$ cat src/rtl/capa_pkg.sv
// Shared constants and read-FSM state type for the word-count block.
package capa_pkg;

  localparam int N_FIFOS   = 4;
  localparam int CNT_W     = 5;
  localparam int IDX_TOTAL = 4;
  localparam int INC_W     = $clog2(N_FIFOS + 1);

  typedef enum logic [1:0] {
    ESPERA,
    LECTURA,
    SOLTAR
  } estado_t;

endpackage

$ cat src/rtl/contador_canal.sv
// One word counter with a variable increment amount.
// Wraps modulo 2^CNT_W by default; saturates at 2^CNT_W-1 when CONTADOR_SAT_EN is defined.
module contador_canal #(
  parameter int CNT_W = capa_pkg::CNT_W,
  parameter int INC_W = capa_pkg::INC_W
) (
  input  logic             clk,
  input  logic             reset,
  input  logic [INC_W-1:0] inc,
  output logic [CNT_W-1:0] cuenta
);

  logic [CNT_W:0]   suma;
  logic [CNT_W-1:0] cuenta_d;

  // The extra sum bit flags overflow; the increment is never larger than the counter range.
  always_comb begin
    suma = {1'b0, cuenta} + (CNT_W + 1)'(inc);
`ifdef CONTADOR_SAT_EN
    cuenta_d = suma[CNT_W] ? '1 : suma[CNT_W-1:0];
`else
    cuenta_d = suma[CNT_W-1:0];
`endif
  end

  always_ff @(posedge clk or posedge reset) begin
    if (reset) begin
      cuenta <= '0;
    end else begin
      cuenta <= cuenta_d;
    end
  end

endmodule

$ cat src/rtl/contador_palabras.sv
// Per-FIFO and total delivered-word counters with an idle-gated, one-pulse read port.
// Optional macro CONTADOR_SAT_EN makes every counter saturate instead of wrapping.
module contador_palabras #(
  parameter int N_FIFOS = capa_pkg::N_FIFOS,
  parameter int CNT_W   = capa_pkg::CNT_W
) (
  input  logic               clk,
  input  logic               reset,
  input  logic [N_FIFOS-1:0] pop_fifo,
  input  logic [N_FIFOS-1:0] fifo_empty,
  input  logic               idle,
  input  logic               req,
  input  logic [2:0]         idx,
  output logic [CNT_W-1:0]   salida_contador,
  output logic               valid_contador
);

  import capa_pkg::estado_t;
  import capa_pkg::ESPERA;
  import capa_pkg::LECTURA;
  import capa_pkg::SOLTAR;
  import capa_pkg::IDX_TOTAL;

  localparam int INC_W = $clog2(N_FIFOS + 1);

  logic [N_FIFOS-1:0] pop_ok;
  logic [INC_W-1:0]   n_pops;
  logic [CNT_W-1:0]   cuentas [0:N_FIFOS];
  logic [CNT_W-1:0]   seleccion;
  logic [CNT_W-1:0]   dato_q;
  logic [CNT_W-1:0]   dato_d;
  logic               lectura_ok;
  estado_t            estado_q;
  estado_t            estado_d;

  // A pop on an empty FIFO delivers no word, so it is not counted.
  assign pop_ok = pop_fifo & ~fifo_empty;

  always_comb begin
    n_pops = '0;
    for (int i = 0; i < N_FIFOS; i++) begin
      n_pops = n_pops + INC_W'(pop_ok[i]);
    end
  end

  for (genvar g = 0; g < N_FIFOS; g++) begin : g_canal
    contador_canal #(
      .CNT_W (CNT_W),
      .INC_W (INC_W)
    ) u_canal (
      .clk    (clk),
      .reset  (reset),
      .inc    (INC_W'(pop_ok[g])),
      .cuenta (cuentas[g])
    );
  end

  contador_canal #(
    .CNT_W (CNT_W),
    .INC_W (INC_W)
  ) u_total (
    .clk    (clk),
    .reset  (reset),
    .inc    (n_pops),
    .cuenta (cuentas[N_FIFOS])
  );

  // Registered counter values are captured, so a pop on the capture edge is excluded.
  always_comb begin
    seleccion = '0;
    for (int i = 0; i <= N_FIFOS; i++) begin
      if (idx == 3'(i)) begin
        seleccion = cuentas[i];
      end
    end
  end

  assign lectura_ok = req && idle && (idx <= 3'(IDX_TOTAL));

  always_ff @(posedge clk or posedge reset) begin
    if (reset) begin
      estado_q <= ESPERA;
      dato_q   <= '0;
    end else begin
      estado_q <= estado_d;
      dato_q   <= dato_d;
    end
  end

  // SOLTAR holds off a second pulse until the requester drops req.
  always_comb begin
    estado_d = estado_q;
    dato_d   = dato_q;
    case (estado_q)
      ESPERA: begin
        if (lectura_ok) begin
          estado_d = LECTURA;
          dato_d   = seleccion;
        end
      end
      LECTURA: estado_d = req ? SOLTAR : ESPERA;
      SOLTAR:  estado_d = req ? SOLTAR : ESPERA;
      default: estado_d = ESPERA;
    endcase
  end

  assign valid_contador  = (estado_q == LECTURA);
  assign salida_contador = dato_q;

endmodule

$ cat config.mk
export PLATFORM = sky130hd
export DESIGN_NAME = contador_palabras
export DESIGN_NICKNAME = d
export VERILOG_FILES = /design/src/rtl/capa_pkg.sv /design/src/rtl/contador_canal.sv /design/src/rtl/contador_palabras.sv
export SDC_FILE = /design/constraint.sdc
export NUM_CORES = 1
export LEC_CHECK = 0
export CAP_MARGIN = 20
export CORE_ASPECT_RATIO = 0.5
export CORE_MARGIN = 1
export CORE_UTILIZATION = 45
export CTS_CLUSTER_DIAMETER = 80
export DETAILED_ROUTE_END_ITERATION = 10
export GPL_TIMING_DRIVEN = 0
export PLACE_DENSITY = 0.69
export SKIP_LAST_GASP = 1
export SYNTH_ARGS = -nofsm -noshare
export SYNTH_HDL_FRONTEND = slang
export SYNTH_SLANG_ARGS = --single-unit
export TNS_END_PERCENT = 10
$ cat constraint.sdc
create_clock -name clk -period 2.27 [get_ports clk]
set_input_delay 0.454 -clock clk [delete_from_list [all_inputs] [get_ports clk]]
set_output_delay 0.454 -clock clk [all_outputs]
set_load 0.01 [all_outputs]
---- After elaboration in Yosys (flattened, before gate mapping) ----
Index checks and enable logic that the tools add are counted.
cells by class
  add/subtract/negate cells ............... 8
  $lt $le $gt $ge ......................... 1
  equal/unequal tests ..................... 7
  muxes and demuxes ....................... 8
  bitwise operators ....................... 2
  reduce and logical (&&, ||, !) cells .... 6
operator list
  operator                                                               count
  5-bit two-way mux                                                      5
  5-bit by 1-bit adder with 5-bit output                                 4
  3-bit by 2-bit equality test with 1-bit output, second input constant  2
  5-bit by 3-bit adder with 5-bit output                                 1
  4-bit AND                                                              1
  2-bit two-way mux                                                      2
  4-bit NOT                                                              1
  2-bit case mux with 2 select lines                                     1
  2-bit by 1-bit adder with 3-bit output                                 1
  3-bit by 1-bit adder with 3-bit output                                 1
  3-bit by 1-bit equality test with 1-bit output, second input constant  1
  3-bit equality test, second input constant                             1
  3-bit <= comparator, second input constant                             1
  3-bit zero test                                                        1
  1-bit by 1-bit adder with 2-bit output                                 1
  2-bit by 1-bit equality test with 1-bit output, second input constant  1
  2-bit equality test, second input constant                             1
  1-bit logical AND                                                      2
  2-bit zero test                                                        1
  2-bit != test, second input constant                                   1
  2-bit AND reduction                                                    1
  2-bit OR reduction                                                     1
storage, ports and cells
  register bits after elaboration ......... 32
  input port bits ......................... 15
  output and inout bits ................... 6
  logic and storage cells ................. 39

---- Longest topological paths before layout ----
  depth in word-level cells ............... 6
  depth in mapped cells ................... 8
  mapped depth without buffers ............ 8

---- Cells and area by module ----
A second synthesis with hierarchy kept.
unflattened totals
  cell total of the unflattened synthesis .. 179
  area total of the unflattened synthesis .. 1995.7 um^2
modules (own cells, without submodules)
  module             instances  cells each  area an instance (um^2)
  contador_canal     5          21          266.5
  contador_palabras  1          74          663.1

---- Least setup slack after synthesis ----
No wires, ideal clock.
  path kind ............................... input port to flip-flop
  start point ............................. input port pop_fifo[0]
  end point ............................... register u_total.cuenta[4]
  arrival time ............................ 2.242 ns
  required time ........................... 2.147 ns
  setup slack ............................. -0.094 ns
  stages .................................. 7
  path buffers ............................ 0
  cells stage by stage .................... nor2b_1 inv_1 fa_1 fa_1 fa_1 nand3b_1 xnor2_1
between the ends
  longest elaborated chain between the ends .. 5
ends and longest elaborated chain
  element                                 line                     text
  start: declaration                      contador_palabras.sv:9   input logic [N_FIFOS-1:0] pop_fifo,
  4-bit AND                               contador_palabras.sv:37  assign pop_ok = pop_fifo & ~fifo_empty;
  1-bit by 1-bit adder with 2-bit output  contador_palabras.sv:42  n_pops = n_pops + INC_W'(pop_ok[i]);
  2-bit by 1-bit adder with 3-bit output  contador_palabras.sv:42
  3-bit by 1-bit adder with 3-bit output  contador_palabras.sv:42
  5-bit by 3-bit adder with 5-bit output  contador_canal.sv:18     suma = {1'b0, cuenta} + (CNT_W + 1)'(inc);
  via u_total.suma[4]                     contador_canal.sv:13     logic [CNT_W:0] suma;
  end signal: assignment                  contador_canal.sv:30     cuenta <= cuenta_d;
  end: declaration                        contador_canal.sv:10     output logic [CNT_W-1:0] cuenta
The timed path passes the listed nets, and every way through them passes these cells.
A chain may end at the register's enable or synchronous reset.

---- Worst setup path after layout ----
  start point ............................. input port fifo_empty[0]
  end point ............................... register u_total.cuenta[4]
between the ends
  longest elaborated chain between the ends .. 6
ends and longest elaborated chain
  element                                 line                     text
  start: declaration                      contador_palabras.sv:10  input logic [N_FIFOS-1:0] fifo_empty,
  4-bit NOT                               contador_palabras.sv:37
  4-bit AND                               contador_palabras.sv:37
  1-bit by 1-bit adder with 2-bit output  contador_palabras.sv:42
  2-bit by 1-bit adder with 3-bit output  contador_palabras.sv:42
  3-bit by 1-bit adder with 3-bit output  contador_palabras.sv:42
  5-bit by 3-bit adder with 5-bit output  contador_canal.sv:18
  via u_total.suma[4]                     contador_canal.sv:13
The timed path passes the listed nets, and every way through them passes these cells.

==> flow_metrics.py <==
metrics = {
    "run_status": {
        "status": "finished clean",
    },
    "route": {
        "ant_nets": 0,
        "drtPass1Iterations": 4,
        "drt-initial-drc-count": 49,
        "viasPerCell": 5.088,
        "route.vias.total": 1104,
        "drt-total-wl_um": 2985,
        "drc": 0,
        "wl_per_cell_um": 13.76,
    },
    "synth": {
        "syn_area_um2": 1618,
        "synthArstFlopShare_pct": 100.0,
        "synth-edff-count": 0,
        "synth_commonest_cells": "dfrtp_1, inv_1, ha_1, xnor2_1, nand3_1",
        "synth_top_cell_area_share_pct": 49.50,
        "synth_flop_cell": "dfrtp_1",
        "synth.most_common_cell": "dfrtp_1",
        "synthesis.nets": 166,
        "ys_seq_elements": 32,
        "synth.distinct_cells": 25,
        "yosysTopAreaCell": "dfrtp_1",
        "ys_seq_area_share_pct": 49.50,
        "yosys_warnings": 0,
        "synthesis.instances": 137,
        "avgSynthCellArea_um2": 11.81,
        "synth.top_cells.by_area": "dfrtp_1, ha_1, xnor2_1, fa_1, mux2_2",
    },
    "grt": {
        "grt_use_met2_pct": 26.93,
        "grt_use_met1_pct": 26.30,
        "grt_max_degree": 20,
        "grt_pass1_vias": 1064,
        "grt.overflow.total": 0,
        "grt-busiest-layer": "met2",
        "antenna_found_initial": 0,
        "use_met3_pct": 5.037,
        "grt_pass1_wl_um": 5043,
        "grt_use_total_pct": 18.38,
    },
    "timing": {
        "maxSlewHeadroom_pct": 57.08,
        "finalSetupViolations": 0,
        "finClkSkew_ns": 0.002400,
        "fmax_mhz": 456.6,
        "drv_slew": 0,
        "tns_ns": 0,
        "hold_viol": 0,
        "worst_pin_slew_ns": 0.6431,
        "fin_crit_sh_pct": 96.47,
        "fin_crit_ns": 2.190,
        "rsz0062_at_grt": "false",
        "whs_ns": 0.4700,
    },
    "critical_path": {
        "crit_fanout": 2,
        "crit_path_end_kind": "flip-flop",
        "cp-start-kind": "primary input",
        "path_common_cell": "fa_2",
        "required_ns": 2.43,
        "r2r_slack_ns": 0.63,
        "slowest_delay_ns": 0.45,
        "rr_startpoint": "u_total.cuenta[0]$_DFF_PP0_",
        "timing.rr.end": "u_total.cuenta[4]$_DFF_PP0_",
        "critPathKind": "primary input to flip-flop",
        "cp_top_family": "adder cells",
        "r2r_cells": 5,
        "path_cells": "clkdlybuf4s15_2 > nor2b_4 > inv_2 > fa_1 > fa_2 > fa_2 > nand3b_1 > xnor2_1",
        "crit_buf_inv": 2,
        "crit_arrival_ns": 2.35,
        "cp_slowest_cell": "fa_1",
    },
    "min_path": {
        "hold_path_end": "u_total.cuenta[4]$_DFF_PP0_",
        "hold_start": "u_total.cuenta[4]$_DFF_PP0_",
        "holdPathStages": 1,
        "hp-class": "flip-flop to flip-flop",
    },
    "clock_tree": {
        "cts-root-buf": "clkbuf_8",
        "ctsHoldBuffers": 0,
        "cts_made_buffers": 5,
        "clock_latency_ns": 0.27,
        "cts.path.max_buffers": 2,
        "h-tree-depth": 2,
        "cts.clk_slew.worst_paths_ns": 0.06,
        "cts_num_sinks": 32,
        "cts_tree": "built",
    },
    "die": {
        "core-area_um2": 3206,
        "die_h_um": 44.40,
        "start_util_pct": 50.47,
        "pin_count": 21,
        "dieArea_um2": 3854,
        "die_w_um": 86.80,
        "rows": 14,
    },
    "final_layout": {
        "fin_cells": 217,
        "nFillCells": 257,
        "multi_input_area_um2": 784.5,
        "antenna_cells": 0,
        "seq_area_um2": 800.8,
        "area_growth_pct": 26.37,
        "fin_util_pct": 63.78,
        "nets": 197,
        "drive_gt1_share_pct": 18.34,
    },
    "power_and_ir_drop": {
        "intPower_mw": 1.530,
        "p_leak_nw": 0.9208,
        "sw_frac_of_total_pct": 32.24,
        "clockPowerShare_pct": 19.7,
        "totalPowerFinal_mw": 2.258,
        "ir_worst_vdd_mv": 0.4495,
        "comb_power_share_pct": 32.5,
        "cellPowerDensity_nw_per_um2": 1104,
        "p_sw_uw": 727.9,
        "seqPwrFrac_pct": 47.8,
    },
    "placed_design": {
        "placed_cells": 206,
        "io_buffers": 20,
        "hpwl_um": 2307,
        "gp_congestion": 0.8227,
    },
    "run": {
        "cap_viol_max_count": 0,
    },
}
==> metal layers <==
layer / up-vias / part of all wire, % / routed length [um]
met3: 0 / 5.4 / 162
met4: 0 / 0 / 0
met5: - / 0 / 0
met1: 536 / 51 / 1520
met2: 29 / 44 / 1302
li1: 539 / - / -
==> area by class of cell <==
type | instances | area share (%)
inverters | 12 | 2.203
flip-flops and latches | 32 | 39.17
well taps | 48 | 2.938
plain buffers | 2 | 0.7344
clock buffers | 8 | 4.406
repair buffers | 24 | 12.18
multi-input cells | 91 | 38.37
==> how the worst max path moves through the flow <==
stage	cells after the start	slack, ns	from	to
2_1_floorplan	7	0.0002	pop_fifo[0]	u_total.cuenta[4]$_DFF_PP0_
3_3_place_gp	8	-0.55	pop_fifo[0]	u_total.cuenta[4]$_DFF_PP0_
3_5_place_dp	8	-0.58	pop_fifo[0]	u_total.cuenta[4]$_DFF_PP0_
4_1_cts	8	0.001	fifo_empty[0]	u_total.cuenta[4]$_DFF_PP0_
5_1_grt	8	0.01	pop_fifo[0]	u_total.cuenta[4]$_DFF_PP0_
6_report	8	0.08	fifo_empty[0]	u_total.cuenta[4]$_DFF_PP0_
==> sequential cells by signal, summed over array words and instances, names as in the netlist <==
signal / count
estado_q: 2
salida_contador: 5
g_canal.u_canal.cuenta: 20
u_total.cuenta: 5
==> kinds of logic after synthesis <==
| logic type | synth area share [%] |
|---|---|
| xor+xnor | 8.120 |
| flops | 49.50 |
| compound gates | 8.430 |
| buf+inv | 3.712 |
| fa+ha+maj | 12.22 |
| mux | 4.099 |
| simple gates | 13.92 |
==> cells in the final DEF, fill, tap and decap left out, types with 2 or more instances in the layout <==
master,netlist,routed
xnor2_1,11,11
buf_4,0,3
mux2_2,5,5
dlygate4sd2_1,0,2
a221oi_1,5,5
clkbuf_1,1,3
o31ai_1,5,5
clkdlybuf4s15_1,0,3
fa_2,0,2
dfrtp_1,32,32
nand2b_4,0,2
nand2_1,2,2
clkdlybuf4s50_1,0,14
nor4bb_1,5,5
nor2b_1,3,2
o21ai_0,8,8
inv_1,12,11
ha_1,11,11
nand3_1,9,9
nor2_1,6,6
or2_2,5,5
xor2_1,4,4
clkbuf_8,0,6
==> power by group through the flow <==
stage	Combinational, mW	Sequential, mW	Clock, mW
CTS	0.741	1.08	0.457
global route	0.829	1.11	0.483
detailed placement	0.721	1.09	0
finish	0.733	1.08	0.446
floorplan	0.474	1.04	0
global placement	0.680	1.07	0
==> through the flow <==
step	cell area [um^2]	setup slack [ns]
after global placement	1883	-0.5472
after CTS	2044	0.001279
after floorplan	1623	0.0001736
after detailed placement	1911	-0.5839
after global routing	2044	0.01017
final	2044	0.08002
==> timing repair <==
action / CTS / global route
buffers inserted: 3 / 0
endpoints found under the setup margin: 3 / 2
resized for setup: 16 / 0
pin swaps: 4 / 1
==> worst register-to-register path, delay by kind of cell (launching register included) <==
kind                     cells  cell delay [ns]
buffers and inverters        1             0.07
AND/OR/NAND/NOR              1             0.17
XOR/XNOR                     1             0.13
adder cells (fa/ha/maj)      2             0.81
flip-flops                   1             0.35
(Power assumes the default switching activity.)
